===== src/rtl/pipe_pkg.sv =====
// Shared pipeline definitions: control-bundle layout, NOP encoding and ALU operation codes.
// Used by the decoder and by every pipeline register that carries the control bundle.
package pipe_pkg;

   localparam int CTRL_W       = 20;
   localparam int BUBBLE_CNT_W = 16;

   // Bit positions inside the packed control bundle, MSB to LSB.
   localparam int CTRL_REGDST_LSB   = 18;
   localparam int CTRL_ALUOP_LSB    = 13;
   localparam int CTRL_ALUSRCA_LSB  = 11;
   localparam int CTRL_ALUSRCB_LSB  = 9;
   localparam int CTRL_EXTOP_LSB    = 7;
   localparam int CTRL_MEMREAD_BIT  = 6;
   localparam int CTRL_MEMWRITE_BIT = 5;
   localparam int CTRL_REGWRITE_BIT = 4;
   localparam int CTRL_MEMTOREG_LSB = 2;
   localparam int CTRL_JUMP_LSB     = 0;

   typedef struct packed {
      logic [1:0] reg_dst;
      logic [4:0] alu_op;
      logic [1:0] alu_src_a;
      logic [1:0] alu_src_b;
      logic [1:0] ext_op;
      logic       mem_read;
      logic       mem_write;
      logic       reg_write;
      logic [1:0] mem_to_reg;
      logic [1:0] jump;
   } ctrl_t;

   localparam logic [31:0]       NOP_INSTR = 32'h0000_0000;
   localparam logic [CTRL_W-1:0] CTRL_NOP  = '0;

   typedef enum logic [4:0] {
      ALU_NOP  = 5'd0,
      ALU_ADD  = 5'd1,
      ALU_SUB  = 5'd2,
      ALU_AND  = 5'd3,
      ALU_OR   = 5'd4,
      ALU_XOR  = 5'd5,
      ALU_NOR  = 5'd6,
      ALU_SLT  = 5'd7,
      ALU_SLTU = 5'd8,
      ALU_SLL  = 5'd9,
      ALU_SRL  = 5'd10,
      ALU_SRA  = 5'd11,
      ALU_LUI  = 5'd12
   } alu_op_e;

   function automatic logic ctrl_mem_read(input logic [CTRL_W-1:0] ctrl);
      return ctrl[CTRL_MEMREAD_BIT];
   endfunction

endpackage


===== src/rtl/hazard_detect.sv =====
// Load-use hazard detector: raises stall when the load in EX writes a register the ID instruction reads.
// Purely combinational; register $0 never creates a dependency.
module hazard_detect
   import pipe_pkg::*;
(
   input  logic       ex_mem_read,
   input  logic [4:0] ex_rt,
   input  logic [4:0] id_rs,
   input  logic [4:0] id_rt,
   input  logic       hold,
   input  logic       rst,
   output logic       stall
);

   logic rt_match;

   assign rt_match = (ex_rt == id_rs) || (ex_rt == id_rt);
   assign stall    = ex_mem_read && (ex_rt != 5'd0) && rt_match && !hold && !rst;

endmodule


===== src/rtl/id_ex_reg.sv =====
// ID/EX pipeline register with load-use bubble insertion, flush, global hold and a saturating bubble counter.
// A bubble zeroes every field so the slot is an inert NOP with all control deasserted.
module id_ex_reg
   import pipe_pkg::*;
(
   input  logic                    clk,
   input  logic                    rst,
   input  logic [31:0]             id_instr,
   input  logic [31:0]             id_pc4,
   input  logic [31:0]             id_rd1,
   input  logic [31:0]             id_rd2,
   input  logic [31:0]             id_imm,
   input  logic [CTRL_W-1:0]       id_ctrl,
   input  logic                    hold,
   input  logic                    flush,
   output logic [31:0]             ex_instr,
   output logic [31:0]             ex_pc4,
   output logic [31:0]             ex_rd1,
   output logic [31:0]             ex_rd2,
   output logic [31:0]             ex_imm,
   output logic [CTRL_W-1:0]       ex_ctrl,
   output logic [4:0]              ex_rs,
   output logic [4:0]              ex_rt,
   output logic [4:0]              ex_rd,
   output logic                    stall,
   output logic [BUBBLE_CNT_W-1:0] bubble_cnt
);

   logic insert_bubble;

   hazard_detect u_hazard_detect (
      .ex_mem_read (ctrl_mem_read(ex_ctrl)),
      .ex_rt       (ex_rt),
      .id_rs       (id_instr[25:21]),
      .id_rt       (id_instr[20:16]),
      .hold        (hold),
      .rst         (rst),
      .stall       (stall)
   );

   // A simultaneous flush and stall still produces a single bubble.
   assign insert_bubble = flush || stall;

   // Priority: reset, then hold (freezes everything, counter included), then bubble, then normal load.
   always_ff @(posedge clk) begin
      if (rst) begin
         ex_instr   <= NOP_INSTR;
         ex_pc4     <= '0;
         ex_rd1     <= '0;
         ex_rd2     <= '0;
         ex_imm     <= '0;
         ex_ctrl    <= CTRL_NOP;
         ex_rs      <= '0;
         ex_rt      <= '0;
         ex_rd      <= '0;
         bubble_cnt <= '0;
      end else if (hold) begin
         ex_instr   <= ex_instr;
         ex_pc4     <= ex_pc4;
         ex_rd1     <= ex_rd1;
         ex_rd2     <= ex_rd2;
         ex_imm     <= ex_imm;
         ex_ctrl    <= ex_ctrl;
         ex_rs      <= ex_rs;
         ex_rt      <= ex_rt;
         ex_rd      <= ex_rd;
         bubble_cnt <= bubble_cnt;
      end else if (insert_bubble) begin
         ex_instr <= NOP_INSTR;
         ex_pc4   <= '0;
         ex_rd1   <= '0;
         ex_rd2   <= '0;
         ex_imm   <= '0;
         ex_ctrl  <= CTRL_NOP;
         ex_rs    <= '0;
         ex_rt    <= '0;
         ex_rd    <= '0;
         if (bubble_cnt != {BUBBLE_CNT_W{1'b1}}) begin
            bubble_cnt <= bubble_cnt + 1'b1;
         end
      end else begin
         ex_instr <= id_instr;
         ex_pc4   <= id_pc4;
         ex_rd1   <= id_rd1;
         ex_rd2   <= id_rd2;
         ex_imm   <= id_imm;
         ex_ctrl  <= id_ctrl;
         ex_rs    <= id_instr[25:21];
         ex_rt    <= id_instr[20:16];
         ex_rd    <= id_instr[15:11];
      end
   end

endmodule

===== config.mk =====
export PLATFORM = sky130hd
export DESIGN_NAME = id_ex_reg
export DESIGN_NICKNAME = d
export VERILOG_FILES = /design/src/rtl/pipe_pkg.sv /design/src/rtl/hazard_detect.sv /design/src/rtl/id_ex_reg.sv
export SDC_FILE = /design/constraint.sdc
export NUM_CORES = 1
export LEC_CHECK = 0
export BUFFER_PORTS_ARGS = -buffer_cell sky130_fd_sc_hd__buf_2
export CAP_MARGIN = 20
export CORE_AREA = 4 4 150 152
export CTS_BUF_LIST = sky130_fd_sc_hd__clkbuf_4 sky130_fd_sc_hd__clkbuf_8
export CTS_CLUSTER_SIZE = 40
export DETAILED_ROUTE_END_ITERATION = 8
export DIE_AREA = 0 0 154 156
export PLACE_DENSITY = 0.74
export REMOVE_ABC_BUFFERS = 1
export SYNTH_ARGS = -nofsm -noshare
export SYNTH_HDL_FRONTEND = slang
export SYNTH_SLANG_ARGS = --single-unit

===== constraint.sdc =====
create_clock -name clk -period 4.1 [get_ports clk]
set_input_delay 0.41 -clock clk [delete_from_list [all_inputs] [get_ports clk]]
set_output_delay 0.41 -clock clk [all_outputs]
set_load 0.005 [all_outputs]

* Yosys cells after proc, flatten, opt, wreduce, memory -nomap -nowiden *
Cells that the tools add are included.

word-level totals
  bits in registers = 211
  bits in latches = 0
  RAM bits = 0
  bits in read-only memories = 0
  input port bits = 184
  output and inout port bits = 212
  word-level logic and storage cells = 34
  memories = 0

cells by class
  add/sub/neg operators = 1
  $mul = 0
  div/mod/pow operators = 0
  order comparisons = 0
  equal/unequal tests = 3
  shift operators = 0
  muxes and demuxes = 9
  bitwise logic cells = 1
  reductions and logical operators = 10

operators by type and width
  operator                                       count
  2-to-1 mux 32 bit                              5
  2-to-1 mux 20 bit                              1
  adder 16 x 1 -> 16 bit, second input constant  1
  != test 16 bit, second input constant          1
  2-to-1 mux 5 bit                               3
  equality test 5 bit                            2
  nonzero test 5 bit                             1
  logical AND 1 bit                              4
  AND reduction 3 bit                            1
  logical NOT 1 bit                              2
  logical OR 1 bit                               2
  inverter 1 bit                                 1

* Logic depth before layout (Yosys ltp) *
Gate-level depths: netlist (run 1).

  word-level depth = 7
  depth in mapped cells = 8
  depth with buffers taken out = 7

* Modules after synthesis *
From an unflattened synthesis (run 1), not the netlist that was laid out.

second synthesis, totals
  cells, all modules = 713
  area total of the unflattened synthesis = 7,353.3 sq um

modules (own cells, without submodules)
  module         instances  cells an instance  area an instance (sq um)  sequential area each (sq um)
  id_ex_reg      1          695                7,216.9                   3,923.8
  hazard_detect  1          18                 136.4                     0.0

* Worst setup path before layout (run 1) *
OpenSTA, ideal clock, no wires.

  path kind = flip-flop to flip-flop
  from = reg ex_instr[17] (netlist name)
  to = reg ex_imm[10]
  setup time = 0.065 ns
  arrival time = 2.014 ns
  data required time = 4.035 ns
  path slack = 2.021 ns
  stages on the path, launching flop included = 8
  path buffers = 2
  period minus slack after synthesis = 2.079 ns
  path through = dfxtp_1 or4_1 o211a_1 a211oi_4 buf_4 buf_4 a22oi_1 nor2_1

RTL lines
  element               line             text
  to (signal assigned)  id_ex_reg.sv:62  ex_imm <= ex_imm;
  to (signal assigned)  id_ex_reg.sv:86  ex_imm <= id_imm;
  to (decl)             id_ex_reg.sv:20  output logic [31:0] ex_imm,

==> reports/summary.txt, run 1 <==
Synth top area share: 56.1%
DP Worst Slack: 1550 ps
count leader, synth: nor2_1
Clock Skew: 21.2 ps
maxcap violations: 0
starting density of the core: 33.3%
CTS Sinks: 196
number of global-route vias before repair: 6574
required time of the critical path: 4460 ps
post-cts resize count: 0
Mapped Cells: 737
Worst path max stage delay: 590 ps
achievable frequency: 0.404 GHz
largest area contributor in the netlist: dfxtp_1
CTS buffer count: 17
fin worst setup slack: 1630 ps
crit start category: flip-flop
CP max stage cell: or4_1
Seq cells post-synth: 196
dpl cell area: 9010 µm²
fin util: 44.8%
hpwl dp: 15700 µm
Pwr Total: 0.00369 W
Global Route Usage Sum: 17.2%
DRC: 0
Vias/cell: 4.92
row cnt: 53
Final Non-Filler Cells: 1367
per-cell routed wire length: 15.9 µm
hold_buf cts: 0
Rel. slew slack: 29.0%
Post-synth EDFFs: 0
RD Place Congestion: 0.803
die width: 154 µm
Post-Syn Area: 7000 µm²
number of warnings issued by yosys: 0
nets@finish: 1263
critical path class: reg -> reg
VDD IR-drop max: 0.000207 V
# port buffers: 395
layout cell share with drive strength beyond 1: 40.1%
Synth-to-Final Area Change: 34.6%
initial antenna violation count: 1
CTS max path bufs: 2
RSZ-0062 raised after global routing: no
Synth area leaders: dfxtp_1 (56%), a22oi_1 (19%), nor2_1 (11%), buf_4 (2.9%), clkbuf_1 (2.8%)
CTS tree: yes
placed cell count: 1334
post-synthesis async set-or-reset flop share: 0%
fin crit share: 60.3%
Slew Limit Fails: 0
worst hold path type: in -> reg
final instance area: 9420 µm²
number of distinct library cells after synthesis: 36
final WL: 21800 µm
initial drt markers: 411
crit path DAT: 2840 ps
total leakage power: 4.57 nW
final hold viol count: 0
fin crit period: 2470 ps
clk root buf: clkbuf_8
Most used DFF post-synth: dfxtp_1
Setup violations, final: 0
worst-skew pair later-pin latency: 450 ps
P per Cell Area: 392 nW/µm²
GR Overflow Total: 0
clock transition at the registers of the reported paths: 120 ps
sequential area share after synthesis: 56.1%
CP endpoint kind: flip-flop
largest net degree at the start of global routing: 103
Syn Area/Cell: 9.50 µm²
outcome: finished clean
number of vias in the routed layout: 6725
Pre-antenna DRT Iters: 5
Die Ht: 156 µm
global-route wire length before repair: 33900 µm
H-tree depth: 4
postcts setup bufs: 0
Post-DRT Antenna Nets: 0
Die Area: 24000 µm²
most frequent cells after synthesis: nor2_1 (199), dfxtp_1 (196), a22oi_1 (180), clkbuf_1 (52), buf_4 (27)
crit-path max FO: 98
core area: 21000 µm²
pin slew with the least headroom to its limit: 1060 ps
CP Cell Sequence: or4_1 -> o211a_1 -> a211oi_4 -> buf_12 -> a22oi_1 -> nor2_1
Ports: 396
==> layout make-up <==
cell class / instances / area, µm²
diodes: 1 / 2.50
clock buffers: 19 / 255
clock inverters: 13 / 160
fillers: 2062 / 11600
inverters: 5 / 18.8
multi-input cells: 457 / 2660
flip-flops and latches: 196 / 3920
well taps: 275 / 344
repair buffers: 401 / 2060
==> power by group <==
part	internal [W]	leakage, nW	total, W	switching [W]
Clock	0.000542	0.213	0.00129	0.000753
Combinational	0.000182	2.76	0.000388	0.000206
Sequential	0.00197	1.60	0.00201	0.0000382
Total	0.00270	4.57	0.00369	0.000997
==> cell usage in the layout, fill, tap and decap left out, drive strengths merged, types with 2 or more instances in the layout <==
| master | instances |
|---|---|
| a21oi | 4 |
| a22oi | 180 |
| and2 | 2 |
| and3 | 3 |
| buf | 401 |
| clkbuf | 19 |
| clkinv | 4 |
| dfxtp | 196 |
| inv | 13 |
| nand2 | 8 |
| nand3 | 4 |
| nor2 | 199 |
| nor3 | 7 |
| nor4 | 3 |
| nor4b | 4 |
| o211a | 2 |
| o211ai | 2 |
| o21ai | 2 |
| or4 | 2 |
| xnor2 | 9 |
| xor2 | 10 |
==> state kept, by name, indices dropped and copies added, names as in the netlist <==
name / flops
ex_pc4: 32
ex_ctrl: 20
ex_imm: 32
ex_instr: 32
bubble_cnt: 16
ex_rd1: 32
ex_rd2: 32
==> cell families (layout without fill, tap and decap cells) <==
group	Yosys count	in the layout	share of synthesized area (%)
simple gates	238	238	13.9
flops	196	196	56.0
fa+ha+maj	1	1	0.179
mux	1	1	0.161
buf+inv	84	438	5.95
xor+xnor	19	19	2.38
compound gates	198	198	21.4
other cells	0	1	0
==> metal layers <==
| metal | vias to the layer above | global-route usage, % | share of wire [%] |
|---|---|---|---|
| met5 | - | 0 | 0 |
| met1 | 3164 | 20.0 | 39 |
| li1 | 3268 | - | - |
| met2 | 269 | 29.7 | 51 |
| met4 | 0 | 4.96 | 1.6 |
| met3 | 24 | 6.24 | 8.7 |
==> worst max-delay path: cells and delay by family (launching register included) <==
family	cells	cell delay, ps
DFF	1	430
buffers and inverters	1	390
and+or+nand+nor	2	740
AOI/OAI and AO/OA	3	760
==> path summary, 6_finish.rpt <==
path                              from                 endpoint  slack (ps)  cells after the start
min reg2reg    ex_rd1[23]$_SDFFE_PP0N_  ex_rd1[23]$_SDFFE_PP0N_         510                      2
max          ex_instr[17]$_SDFFE_PP0N_  ex_imm[17]$_SDFFE_PP0N_        1630                      6
min                         id_imm[12]  ex_imm[12]$_SDFFE_PP0N_         180                      3
max reg2reg  ex_instr[17]$_SDFFE_PP0N_  ex_imm[17]$_SDFFE_PP0N_        1630                      6
==> per-stage QoR <==
| step | hold slack, ps | setup TNS (ps) |
|---|---|---|
| after floorplan | 479 | -157510 |
| after global placement | 486 | 0 |
| after detailed placement | 493 | 0 |
| after CTS | 141 | 0 |
| after global routing | 136 | 0 |
| final | 183 | 0 |
(Power assumes the default switching activity.)
==> run 2: changes to the inputs <==
--- a/config.mk
+++ b/config.mk
@@ -5,6 +5,7 @@
 export SDC_FILE = /design/constraint.sdc
 export NUM_CORES = 1
 export LEC_CHECK = 0
+export ABC_AREA = 1
 export BUFFER_PORTS_ARGS = -buffer_cell sky130_fd_sc_hd__buf_2
 export CAP_MARGIN = 20
 export CORE_AREA = 4 4 150 152
@@ -12,7 +13,7 @@
 export CTS_CLUSTER_SIZE = 40
 export DETAILED_ROUTE_END_ITERATION = 8
 export DIE_AREA = 0 0 154 156
-export PLACE_DENSITY = 0.74
+export PLACE_DENSITY = 0.81
 export REMOVE_ABC_BUFFERS = 1
 export SYNTH_ARGS = -nofsm -noshare
 export SYNTH_HDL_FRONTEND = slang
==> constraint.sdc (replaced) <==
create_clock -name clk -period 2.1 [get_ports clk]
set_input_delay 0.21 -clock clk [delete_from_list [all_inputs] [get_ports clk]]
set_output_delay 0.21 -clock clk [all_outputs]
set_load 0.005 [all_outputs]
==> reports/summary.txt, run 2 <==
outcome: finished clean
RSZ-0062 raised after global routing: no
CTS Sinks: 196 (unchanged)
worst hold path type: in -> reg
Slew Limit Fails: 0 (unchanged)
Rel. slew slack: 42.5% (+14 points)
crit path DAT: 2160 ps (-680 ps)
VDD IR-drop max: 0.000433 V (+110%)
Most used DFF post-synth: dfxtp_1
antenna diode count: 0 (-1)
H-tree depth: 4 (unchanged)
Die Area: 24000 µm² (unchanged)
Worst path max stage delay: 450 ps (-140 ps)
hpwl dp: 17600 µm (+12%)
wire length on met3: 2340 µm (+23%)
clock transition at the registers of the reported paths: 100 ps (-20 ps)
fillers: 1824 (-12%)
largest net degree at the start of global routing: 191 (+85%)
final hold viol count: 0 (unchanged)
Mapped Cells: 1044 (+42%)
met2 wire len: 14500 µm (+32%)
pin slew with the least headroom to its limit: 862 ps (-203 ps)
final WL: 28300 µm (+30%)
multi-input logic area: 3230 µm² (+21%)
per-cell routed wire length: 15.8 µm (-0.73%)
starting density of the core: 37.5% (+4.2 points)
CTS buffer count: 17 (unchanged)
core area: 21000 µm² (unchanged)
count leader, synth: nand2_1
initial drt markers: 645 (+57%)
Global Route Usage Sum: 22.3% (+5.2 points)
CP endpoint kind: flip-flop
Synth area leaders: dfxtp_1 (50%), nand3_1 (12%), nand2_1 (12%), a21oi_1 (11%), clkbuf_1 (2.7%)
Top Layer Used: met5
worst-skew pair later-pin latency: 450 ps (about the same)
# port buffers: 395 (unchanged)
Synth top area share: 49.8% (-6.2 points)
number of global-route vias before repair: 8978 (+37%)
CTS max path bufs: 2 (unchanged)
commonest cells after routing, fill and taps aside: buf_2 (393), nand2_1 (250), dfxtp_1 (196)
fin crit period: 1870 ps (-604 ps)
Critical Path Most Common Cell: nand2_1
global-route wire length before repair: 44700 µm (+32%)
required time of the critical path: 2390 ps (-2070 ps)
CP max stage cell: dfxtp_1
Syn Area/Cell: 7.54 µm² (-21%)
number of vias in the routed layout: 9115 (+36%)
initial antenna violation count: 1 (unchanged)
number of distinct library cells after synthesis: 22 (-39%)
Post-DRT Antenna Nets: 0 (unchanged)
crit start category: flip-flop
postcts setup bufs: 0 (unchanged)
achievable frequency: 0.535 GHz (+32%)
Post-synth EDFFs: 0 (unchanged)
critical path's top delay family: simple AND/OR/NAND/NOR gates
RD Place Congestion: 0.857 (+6.7%)
total leakage power: 5.39 nW (+18%)
maxcap violations: 0 (unchanged)
Post-Syn Area: 7880 µm² (+12%)
Ports: 396 (unchanged)
critical path class: reg -> reg
die width: 154 µm (unchanged)
sequential area share after synthesis: 49.8% (-6.2 points)
Setup violations, final: 0 (unchanged)
fin util: 55.1% (+10 points)
layout cell share with drive strength beyond 1: 30.1% (-9.9 points)
fin worst setup slack: 230 ps (-1400 ps)
wire length on met1: 10400 µm (+22%)
most common cell after layout, fill and taps aside: buf_2
row cnt: 53 (unchanged)
DRC: 0 (unchanged)
most frequent cells after synthesis: nand2_1 (250), dfxtp_1 (196), nand3_1 (193), a21oi_1 (180), clkbuf_1 (57)
Clock Skew: 23.6 ps (+2.37 ps)
number of warnings issued by yosys: 0 (unchanged)
P per Cell Area: 632 nW/µm² (+61%)
Final Non-Filler Cells: 1793 (+31%)
nets@finish: 1692 (+34%)
fin crit share: 89.0% (+29 points)
reg-to-reg slack, setup: 230 ps (-1400 ps)
GR Overflow Total: 0 (unchanged)
crit-path max FO: 7 (-93%)
Pre-antenna DRT Iters: 5 (unchanged)
CP Cell Sequence: ha_1 -> nand2_1 -> inv_1 -> nand2_1 -> nor2_2 -> nand3_1 -> nand3_1 -> nand2_1 -> nand2_1 -> nor2_1
Vias/cell: 5.08 (+3.3%)
DP Worst Slack: 183 ps (-1370 ps)
placed cell count: 1631 (+22%)
Seq cells post-synth: 196 (unchanged)
largest area contributor in the netlist: dfxtp_1
CTS tree: yes
Die Ht: 156 µm (unchanged)
Pwr Total: 0.00732 W (+98%)
clk root buf: clkbuf_8
post-synthesis async set-or-reset flop share: 0% (unchanged)
Worst Path Buf+Inv: 1 (unchanged)
setup TNS: 0 ps (unchanged)
register area: 3920 µm² (unchanged)
Synth-to-Final Area Change: 47.1%
==> run 2: layout make-up <==
type,instances,area share (%)
clock buffers,17,2.02
repair buffers,544,30.5
inverters,49,1.67
multi-input cells,699,27.9
clock inverters,13,1.05
flip-flops and latches,196,33.9
well taps,275,2.97
==> run 2: final timing paths <==
kind	from	cells after the start	to
worst min register to register	ex_pc4[16]$_SDFFE_PP0N_	2	ex_pc4[16]$_SDFFE_PP0N_
worst max-delay path	bubble_cnt[0]$_SDFFE_PP0P_	10	bubble_cnt[0]$_SDFFE_PP0P_
worst max register to register	bubble_cnt[0]$_SDFFE_PP0P_	10	bubble_cnt[0]$_SDFFE_PP0P_
worst min-delay path	id_instr[8]	3	ex_instr[8]$_SDFFE_PP0N_
==> run 2: report_power, final <==
group          internal [W]  total (W)  switching, W
clock network      0.000856    0.00228       0.00143
logic              0.000541    0.00110      0.000558
registers           0.00385    0.00393     0.0000824
total               0.00525    0.00732       0.00207
==> run 2: repair_timing <==
action / 4_1_cts / 5_1_grt
hold buffers: 132 / 0
gates resized for setup: 0 / 1
hold endpoints to repair: 132 / 0
endpoints found under the setup margin: 0 / 7
==> run 2: cells by family after synthesis <==
group / Yosys count / share of synthesized area, %
AND/OR/NAND/NOR: 515 / 29.0
buffers and inverters: 149 / 9.23
XOR/XNOR: 3 / 0.334
adder cells (fa/ha/maj): 1 / 0.159
AO/OA/AOI/OAI: 180 / 11.4
flip-flops: 196 / 49.8
==> run 2: layer usage <==
metal / global-route usage [%] / up-vias
met5: 0 / -
met4: 9.46 / 2
met3: 5.63 / 79
met2: 39.8 / 457
met1: 25.4 / 4222
li1: - / 4355
==> run 2: through the flow <==
stage                     hold WS [ps]  area (µm²)
final                             40.8       11600
after global routing              3.01       11600
after CTS                        0.630       11600
after detailed placement           451        9900
after global placement             439        9900
after floorplan                    279        7330
==> run 2: worst register-to-register path: stages (launching register included) <==
cell,delay [ps]
dfxtp_1,450
ha_1,200
nand2_1,60
inv_1,120
nand2_1,80
nor2_2,180
nand3_1,200
nand3_1,260
nand2_1,80
nand2_1,70
nor2_1,40
